### src/rtl/ram_2r1w_arbiter.sv
// ram_2r1w_arbiter: round-robin front end packing up to two reads and one
// write per cycle onto a 2-read/1-write RAM, with optional zero-fill.
// Ports: clk/rst; req_valid/req_we/req_addr/req_wdata -> req_ready grants;
// rsp_valid/rsp_rdata one-cycle read returns; init_done once accepting;
// ram_we/ram_addrw/ram_dinw write port, ram_addr1/2 -> ram_dout1/2 reads.
module ram_2r1w_arbiter #(
    parameter int NREQ           = 4,
    parameter int AW             = 11,
    parameter int DW             = 32,
    parameter bit CLEAR_ON_RESET = 1'b1
) (
    input  logic                 clk,
    input  logic                 rst,
    input  logic [NREQ-1:0]      req_valid,
    input  logic [NREQ-1:0]      req_we,
    input  logic [NREQ*AW-1:0]   req_addr,
    input  logic [NREQ*DW-1:0]   req_wdata,
    output logic [NREQ-1:0]      req_ready,
    output logic [NREQ-1:0]      rsp_valid,
    output logic [NREQ*DW-1:0]   rsp_rdata,
    output logic                 init_done,
    output logic                 ram_we,
    output logic [AW-1:0]        ram_addrw,
    output logic [DW-1:0]        ram_dinw,
    output logic [AW-1:0]        ram_addr1,
    output logic [AW-1:0]        ram_addr2,
    input  logic [DW-1:0]        ram_dout1,
    input  logic [DW-1:0]        ram_dout2
);
    localparam int PW = $clog2(NREQ);

    typedef enum logic {INIT, RUN} state_t;

    state_t        state_q;
    logic [AW-1:0] cnt_q;
    logic [PW-1:0] wr_ptr_q, wr_ptr_d;
    logic [PW-1:0] rd_ptr_q, rd_ptr_d;

    // Response tags, one per RAM read port
    logic          t1_v_q, t2_v_q;
    logic          t1_byp_q, t2_byp_q;
    logic [PW-1:0] t1_id_q, t2_id_q;
    logic [DW-1:0] t1_bd_q, t2_bd_q;

    logic [AW-1:0] addr_a  [NREQ];
    logic [DW-1:0] wdata_a [NREQ];
    logic [DW-1:0] rdata_a [NREQ];

    logic          run;
    logic          wr_hit, rd1_hit, rd2_hit;
    logic [PW-1:0] wr_idx, rd1_idx, rd2_idx, idx;
    logic          byp1, byp2;

    function automatic logic [PW-1:0] nxt(input logic [PW-1:0] x);
        return (x == PW'(NREQ - 1)) ? '0 : x + 1'b1;
    endfunction

    always_comb begin
        for (int i = 0; i < NREQ; i++) begin
            addr_a[i]  = req_addr[i*AW +: AW];
            wdata_a[i] = req_wdata[i*DW +: DW];
        end
    end

    assign run       = (state_q == RUN) && !rst;
    assign init_done = run;

    // Rotating priority search, starting at each pointer
    always_comb begin
        wr_hit  = 1'b0;
        rd1_hit = 1'b0;
        rd2_hit = 1'b0;
        wr_idx  = '0;
        rd1_idx = '0;
        rd2_idx = '0;
        idx     = '0;
        if (run) begin
            for (int k = 0; k < NREQ; k++) begin
                idx = PW'((int'(wr_ptr_q) + k) % NREQ);
                if (!wr_hit && req_valid[idx] && req_we[idx]) begin
                    wr_hit = 1'b1;
                    wr_idx = idx;
                end
            end
            for (int k = 0; k < NREQ; k++) begin
                idx = PW'((int'(rd_ptr_q) + k) % NREQ);
                if (req_valid[idx] && !req_we[idx]) begin
                    if (!rd1_hit) begin
                        rd1_hit = 1'b1;
                        rd1_idx = idx;
                    end else if (!rd2_hit) begin
                        rd2_hit = 1'b1;
                        rd2_idx = idx;
                    end
                end
            end
        end
    end

    // Same-cycle read/write to one address returns the new data
    assign byp1 = wr_hit && rd1_hit && (addr_a[wr_idx] == addr_a[rd1_idx]);
    assign byp2 = wr_hit && rd2_hit && (addr_a[wr_idx] == addr_a[rd2_idx]);

    assign wr_ptr_d = wr_hit  ? nxt(wr_idx)  : wr_ptr_q;
    assign rd_ptr_d = rd2_hit ? nxt(rd2_idx) :
                      rd1_hit ? nxt(rd1_idx) : rd_ptr_q;

    always_comb begin
        req_ready = '0;
        ram_we    = 1'b0;
        ram_addrw = '0;
        ram_dinw  = '0;
        ram_addr1 = '0;
        ram_addr2 = '0;
        if (!rst) begin
            if (state_q == INIT) begin
                ram_we    = 1'b1;
                ram_addrw = cnt_q;
            end else begin
                if (wr_hit) begin
                    req_ready[wr_idx] = 1'b1;
                    ram_we            = 1'b1;
                    ram_addrw         = addr_a[wr_idx];
                    ram_dinw          = wdata_a[wr_idx];
                end
                if (rd1_hit) begin
                    req_ready[rd1_idx] = 1'b1;
                    ram_addr1          = addr_a[rd1_idx];
                end
                if (rd2_hit) begin
                    req_ready[rd2_idx] = 1'b1;
                    ram_addr2          = addr_a[rd2_idx];
                end
            end
        end
    end

    always_ff @(posedge clk) begin
        if (rst) begin
            state_q  <= CLEAR_ON_RESET ? INIT : RUN;
            cnt_q    <= '0;
            wr_ptr_q <= '0;
            rd_ptr_q <= '0;
            t1_v_q   <= 1'b0;
            t2_v_q   <= 1'b0;
            t1_byp_q <= 1'b0;
            t2_byp_q <= 1'b0;
            t1_id_q  <= '0;
            t2_id_q  <= '0;
            t1_bd_q  <= '0;
            t2_bd_q  <= '0;
        end else begin
            if (state_q == INIT) begin
                cnt_q <= cnt_q + 1'b1;
                if (&cnt_q) state_q <= RUN;
            end
            wr_ptr_q <= wr_ptr_d;
            rd_ptr_q <= rd_ptr_d;
            t1_v_q   <= rd1_hit;
            t2_v_q   <= rd2_hit;
            t1_byp_q <= byp1;
            t2_byp_q <= byp2;
            t1_id_q  <= rd1_idx;
            t2_id_q  <= rd2_idx;
            t1_bd_q  <= ram_dinw;
            t2_bd_q  <= ram_dinw;
        end
    end

    // Tags never share an id: a requester gets at most one grant
    always_comb begin
        rsp_valid = '0;
        rsp_rdata = '0;
        for (int i = 0; i < NREQ; i++) rdata_a[i] = '0;
        if (!rst) begin
            if (t1_v_q) begin
                rsp_valid[t1_id_q] = 1'b1;
                rdata_a[t1_id_q]   = t1_byp_q ? t1_bd_q : ram_dout1;
            end
            if (t2_v_q) begin
                rsp_valid[t2_id_q] = 1'b1;
                rdata_a[t2_id_q]   = t2_byp_q ? t2_bd_q : ram_dout2;
            end
        end
        for (int i = 0; i < NREQ; i++) rsp_rdata[i*DW +: DW] = rdata_a[i];
    end

endmodule

### config.mk
export PLATFORM = sky130hd
export DESIGN_NAME = ram_2r1w_arbiter
export DESIGN_NICKNAME = d
export VERILOG_FILES = /design/src/rtl/ram_2r1w_arbiter.sv
export SDC_FILE = /design/constraint.sdc
export NUM_CORES = 1
export LEC_CHECK = 0
export CORE_AREA = 2 2 173 175
export DETAILED_ROUTE_END_ITERATION = 10
export DIE_AREA = 0 0 175 177
export GPL_TIMING_DRIVEN = 0
export SYNTH_ARGS = -nofsm -noshare
export SYNTH_HDL_FRONTEND = slang
export SYNTH_SLANG_ARGS = --single-unit
### constraint.sdc
create_clock -name clk -period 5.95 [get_ports clk]
set_input_delay 1.4875 -clock clk [delete_from_list [all_inputs] [get_ports clk]]
set_output_delay 1.4875 -clock clk [all_outputs]
set_load 0.005 [all_outputs]
======== Word level (Yosys, flattened, before mapping) ========
Cells that the tools add are included.
operators by class
  add/subtract/negate cells ............... 10
  order comparisons ....................... 25
  equal/unequal tests ..................... 5
  mux-type cells .......................... 149
  bitwise logic cells ..................... 9
  reductions and logical operators ........ 33
operators by type and width
  operator                                                            count
  two-way mux 128 bit                                                 4
  two-way mux 32 bit                                                  9
  two-way mux 11 bit                                                  15
  bitwise AND 128 bit                                                 1
  bitwise mux 128 bit                                                 1
  demux 32 bit (select 2 bit)                                         2
  binary-select mux 11 bit (select 2 bit)                             3
  binary-select mux 32 bit (select 2 bit)                             1
  two-way mux 2 bit                                                   28
  two-way mux 1 bit                                                   52
  two-way mux 4 bit                                                   13
  less-than comparator 2 x 3 -> 1 bit (second input constant)         13
  binary-select mux 1 bit (select 2 bit)                              16
  logical AND 1 bit                                                   23
  equality test 11 bit                                                2
  greater-or-equal comparator 3 bit (second input constant)           5
  NOT 2 -> 3 bit                                                      5
  OR 4 bit                                                            3
  adder 11 x 1 -> 11 bit (second input constant)                      1
  AND reduction 11 bit                                                1
  adder 2 x 1 -> 2 bit (second input constant)                        5
  demux 1 bit (select 2 bit)                                          5
  greater-or-equal comparator 2 x 1 -> 1 bit (second input constant)  5
  adder 2 bit (second input constant)                                 4
  4 further kinds                                                     14
word-level totals
  flip-flop bits (word level) ............. 56
  word-level logic and storage cells ...... 242

======== Longest topological paths before layout ========
  word-level depth ........................ 35
  depth in mapped cells ................... 16

======== Worst setup path before layout ========
OpenSTA, ideal clock, no wires.
  kind .................................... input -> output
  from .................................... input port req_valid[2]
  to ...................................... output port req_ready[3]
  arrival ................................. 3.953 ns
  data required time ...................... 4.463 ns
  setup slack ............................. 0.510 ns
  stages on the path ...................... 12
  cells stage by stage .................... nor2b_1 clkbuf_1 a21oi_1 o21ai_0 ha_1 a221o_1 o211ai_4 buf_8 inv_2 ha_1 a222oi_1 nor2_1
on the way
  elaborated cells between the ends (all ways) .. 103
  classes of those cells .................. order compare (6); mux (78); bitwise (2); reduce/logical (17)
RTL lines
  element                                                 RTL line  text
  from (decl)                                             14        input logic [NREQ-1:0] req_valid,
  binary-select mux 1 bit (select 2 bit)                  87        if (req_valid[idx] && !req_we[idx]) begin
  two-way mux 1 bit (not written as such)                 87
  logical AND 1 bit                                       87
  two-way mux 1 bit                                       87
  two-way mux 1 bit                                       77        if (run) begin
  two-way mux 2 bit or two-way mux 1 bit (tied branches)  88, 87
  two-way mux 2 bit or two-way mux 1 bit (tied branches)  87, 77
  two-way mux 2 bit or two-way mux 1 bit (tied branches)  88, 87
  [... 4 more ...]                                        -
  via rd1_idx[0]                                          51        logic [PW-1:0] wr_idx, rd1_idx, rd2_idx, idx;
  [... 4 more ...]                                        -
  OR 4 bit (no source line) *                             -
  two-way mux 4 bit *                                     126       if (rd1_hit) begin
  two-way mux 4 bit *                                     116       if (state_q == INIT) begin
  two-way mux 4 bit *                                     115       if (!rst) begin
  OR 4 bit (no source line)                               -
  two-way mux 4 bit *                                     130       if (rd2_hit) begin
  two-way mux 4 bit *                                     116
  two-way mux 4 bit *                                     115
  to (decl)                                               18        output logic [NREQ-1:0] req_ready,
Mark *: on every way through the listed nets, which the timed path passes. The rest lies on a longest branch. The select of a mux whose other input is x is not followed.

======== Final worst setup path ========
  from .................................... input port req_we[0]
  to ...................................... output port ram_addr1[2]
on the way
  word-level cells in the longest chain between the ends .. 20
  elaborated cells between the ends (all ways) .. 39
  classes of those cells .................. mux (30); bitwise (1); reduce/logical (8)
ends and longest elaborated chain
  element                                                 RTL line  text
  from (decl)                                             15        input logic [NREQ-1:0] req_we,
  binary-select mux 1 bit (select 2 bit)                  87
  two-way mux 1 bit (not written as such)                 87
  logical NOT 1 bit                                       87
  logical AND 1 bit                                       87
  two-way mux 1 bit                                       87
  two-way mux 1 bit                                       77
  two-way mux 2 bit or two-way mux 1 bit (tied branches)  88, 87
  two-way mux 2 bit or two-way mux 1 bit (tied branches)  87, 77
  [... 3 more ...]                                        -
  two-way mux 2 bit                                       87
  two-way mux 2 bit                                       77
  NOT 2 -> 3 bit (not written as such)                    128       ram_addr1 = addr_a[rd1_idx];
  binary-select mux 11 bit (select 2 bit)                 128
  two-way mux 11 bit (not written as such) (2 in series)  128
  two-way mux 11 bit *                                    126
  two-way mux 11 bit *                                    116
  two-way mux 11 bit *                                    115
  to (decl)                                               25        output logic [AW-1:0] ram_addr1,
Mark *: on every way between the ends. The rest lies on a longest branch, timed or not. The select of a mux whose other input is x is not followed.

==> results.ini <==
[cts]
clock_path_buffers=2
insertion_delay_ns=0.31
clk_pin_slew_ns=0.08
clock_sinks=56
cts_tree=built
cts_root_buffer=clkbuf_16
cts_buffers=5
htreeDepth=2
cts_hold_buf=0

[floorplan]
ioPinCount=449
die_w_um=175
fp.dieH_um=177
row_count=63
start_util_pct=27.9
coreArea_mm2=0.0292
dieArea_mm2=0.0310

[logic_synthesis]
synthFlopType=dfxtp_1
synthArstFlopShare_pct=0
yosysWarningCount=0
avgSynthCellArea_um2=6.72
synth_fp_nets=1476
syn_inst=1215
syn-cell-area_mm2=0.00817
ys_ff_latch=56
yosysUniqueCellTypes=65
yosysSeqAreaShare_pct=13.7
synth_edf_count=0

[grt]
grtUsageTotal_pct=31.2
grt_overflow_total=0
grt_max_degree=19
grt_pass1_wl_um=73900
antenna_found_initial=5
grt_pass1_vias=11400

[setup_path]
path_delay_family=buffers and inverters
arrival_ns=4.40
crit_buf_inv=5
worst_setup_path_start_kind=primary input
cp_max_fo=10
crit_slowest_cell=mux4_2
slowest_delay_ns=0.51
required_ns=4.46
crit_type=in2out
endpoint_kind=output pin
crit_path_cell_trace=clkdlybuf4s15_2 > and2b_1 > buf_6 > nand2_1 > mux4_2 > a221o_1 > o211ai_4 > buf_12 > buf_12 > mux2i_4 > nand2_1 > and3_4 > dlygate4sd2_1

[detailed_routing]
avgViaCountPerCell=5.68
first_pass_iters=8
drtIter0Drc=1069
vias=11900
dr_wl_met3_um=4080
dr.max_layer_used=met5
wl_met2_um=23800
wirelength_um=51300
routedWlPerCell_um=24.4
wl_met1_um=21500
drtAntennaViolNets=0
drc=0

[timing]
setup_viol=0
max_freq_mhz=170
post-route-min-period_ns=5.89
finClkSkew_ns=0.00673
worstMarginPinSlew_ns=0.869
slew_headroom_pct=41.7
tns_ns=0
period_share_pct=99.0
whs_ns=0.545
drv_slew=0
hold_viol=0
rsz0062_at_grt=true

[cells_and_area]
multi_input_area_mm2=0.00696
final_cell_mix=clkdlybuf4s50_1, nor2_1, nand2_1, a211oi_1, mux2i_1
final_nets=1966
n_fill_cell=2961
syn2layout_area_growth_pct=73.2
drive_above_1_share_pct=12.7
layout_commonest_cell=clkdlybuf4s50_1
seqCellArea_mm2=0.00112

[placement]
dp_hpwl_um=40200
port_buffers=447
gp_congestion=0.979

[outcome]
status=completed

[job]
drv_cap=0

[power_and_ir_drop]
powerDensity_mw_per_mm2=77.0
p_leak_uw=0.00519
ir_drop_mv=0.104

[worst_hold_path]
min_path_type=reg2reg

==> through the flow <==
| step | power (uW) | instances | area, um^2 | util (%) | setup slack (ns) |
|---|---|---|---|---|---|
| 6_report | 1090 | 2099 | 14100 | 48.4 | 0.0605 |
| 5_1_grt | 1130 | 2099 | 14100 | 48.4 | -0.0371 |
| 3_5_place_dp | 737 | 2052 | 13100 | 44.9 | -2.00 |
| 4_1_cts | 1080 | 2095 | 14000 | 48.0 | -0.124 |
| 2_1_floorplan | 516 | 1215 | 8170 | - | 0.510 |
| 3_3_place_gp | 735 | 2052 | 13100 | 44.9 | -1.98 |
==> power breakdown <==
part	switching [uW]	total (uW)	internal [uW]
logic	168	390	222
clock network	163	321	159
registers	2.09	378	376
==> metal layers <==
layer,GRT usage [%],up-vias
met3,5.69,111
met1,41.2,5697
met5,0,-
met4,10.1,4
met2,51.4,686
li1,-,5420
==> flip-flops by register name, indices dropped and copies added, names as in the netlist <==
| name | count |
|---|---|
| cnt_q | 11 |
| wr_ptr_q | 2 |
| t2_v_q | 1 |
| t2_id_q | 2 |
| t2_byp_q | 1 |
| t1_byp_q | 1 |
| t1_id_q | 2 |
| t2_bd_q | 32 |
| t1_v_q | 1 |
| state_q | 1 |
| rd_ptr_q | 2 |
==> synth_stat cells (5+ instances only) <==
master | count | area share (%)
mux2i_1 | 95 | 12
nand3b_1 | 6 | 0.55
inv_1 | 12 | 0.55
a211oi_1 | 110 | 10
o21ai_0 | 16 | 0.98
nor2b_1 | 20 | 1.5
nand3_1 | 18 | 1.1
and3_1 | 41 | 3.1
xor2_1 | 11 | 1.2
buf_2 | 8 | 0.49
nand2_1 | 193 | 8.9
dfxtp_1 | 56 | 14
ha_1 | 15 | 2.3
nand4_1 | 7 | 0.54
nor3_1 | 9 | 0.55
o211ai_1 | 5 | 0.46
clkbuf_1 | 86 | 4.0
mux2_2 | 43 | 5.9
nand2b_1 | 6 | 0.46
a21oi_1 | 58 | 3.6
a311oi_1 | 66 | 7.1
xnor2_1 | 14 | 1.5
buf_1 | 14 | 0.64
nor2_1 | 215 | 9.9
a22oi_1 | 7 | 0.64
a31oi_1 | 5 | 0.38
and2_1 | 7 | 0.54
==> worst paths after layout <==
check | end | cells after the start | start | slack, ns
hold / removal | state_q | 2 | cnt_q[10] | 0.54
hold reg to reg | state_q | 2 | cnt_q[10] | 0.54
setup reg to reg | t1_byp_q | 17 | rd_ptr_q[0] | 1.54
setup / recovery | ram_addr1[2] | 13 | req_we[0] | 0.06
==> what timing repair did <==
| action | in CTS | in global routing |
|---|---|---|
| hold endpoints to repair | 0 | 0 |
| pin swaps | 8 | 14 |
| resized for setup | 172 | 65 |
| buffers inserted | 35 | 4 |
| cloned | 1 | 0 |
| setup endpoints to repair | 69 | 64 |
==> cell families after synthesis <==
| kind of cell | Yosys count | share of synthesized area, % |
|---|---|---|
| AOI/OAI and AO/OA | 310 | 28.0 |
| xor gates and xnor gates | 25 | 2.68 |
| DFF | 56 | 13.7 |
| muxes | 141 | 18.3 |
| adders and majority gates | 16 | 2.42 |
| buffers and inverters | 131 | 6.43 |
| and+or+nand+nor | 536 | 28.5 |
==> worst reg2reg max path, stage by stage (launching register included) <==
cell and delay (ns):
dfxtp_1 0.48, clkbuf_1 0.39, clkbuf_1 0.56, o21ai_1 0.19, buf_4 0.17, ha_1 0.16
inv_1 0.06, nor2_2 0.04, a221o_1 0.41, o211ai_4 0.21, buf_12 0.15, buf_6 0.10
buf_4 0.10, mux2i_1 0.26, xnor2_1 0.12, a2111oi_0 0.36, o211ai_1 0.15, nor4bb_1 0.40
==> final cells by class <==
type                       count  area share, %
clock buffer                   5          0.884
timing repair buffer         486           33.6
buffer                       110           4.24
multi-input combinational   1028           49.2
clock inverter                 3          0.159
antenna                        3         0.0531
sequential                    56           7.92
tap                          390           3.45
inverter                      18          0.513
No activity file was read; power rests on OpenSTA's default activity.
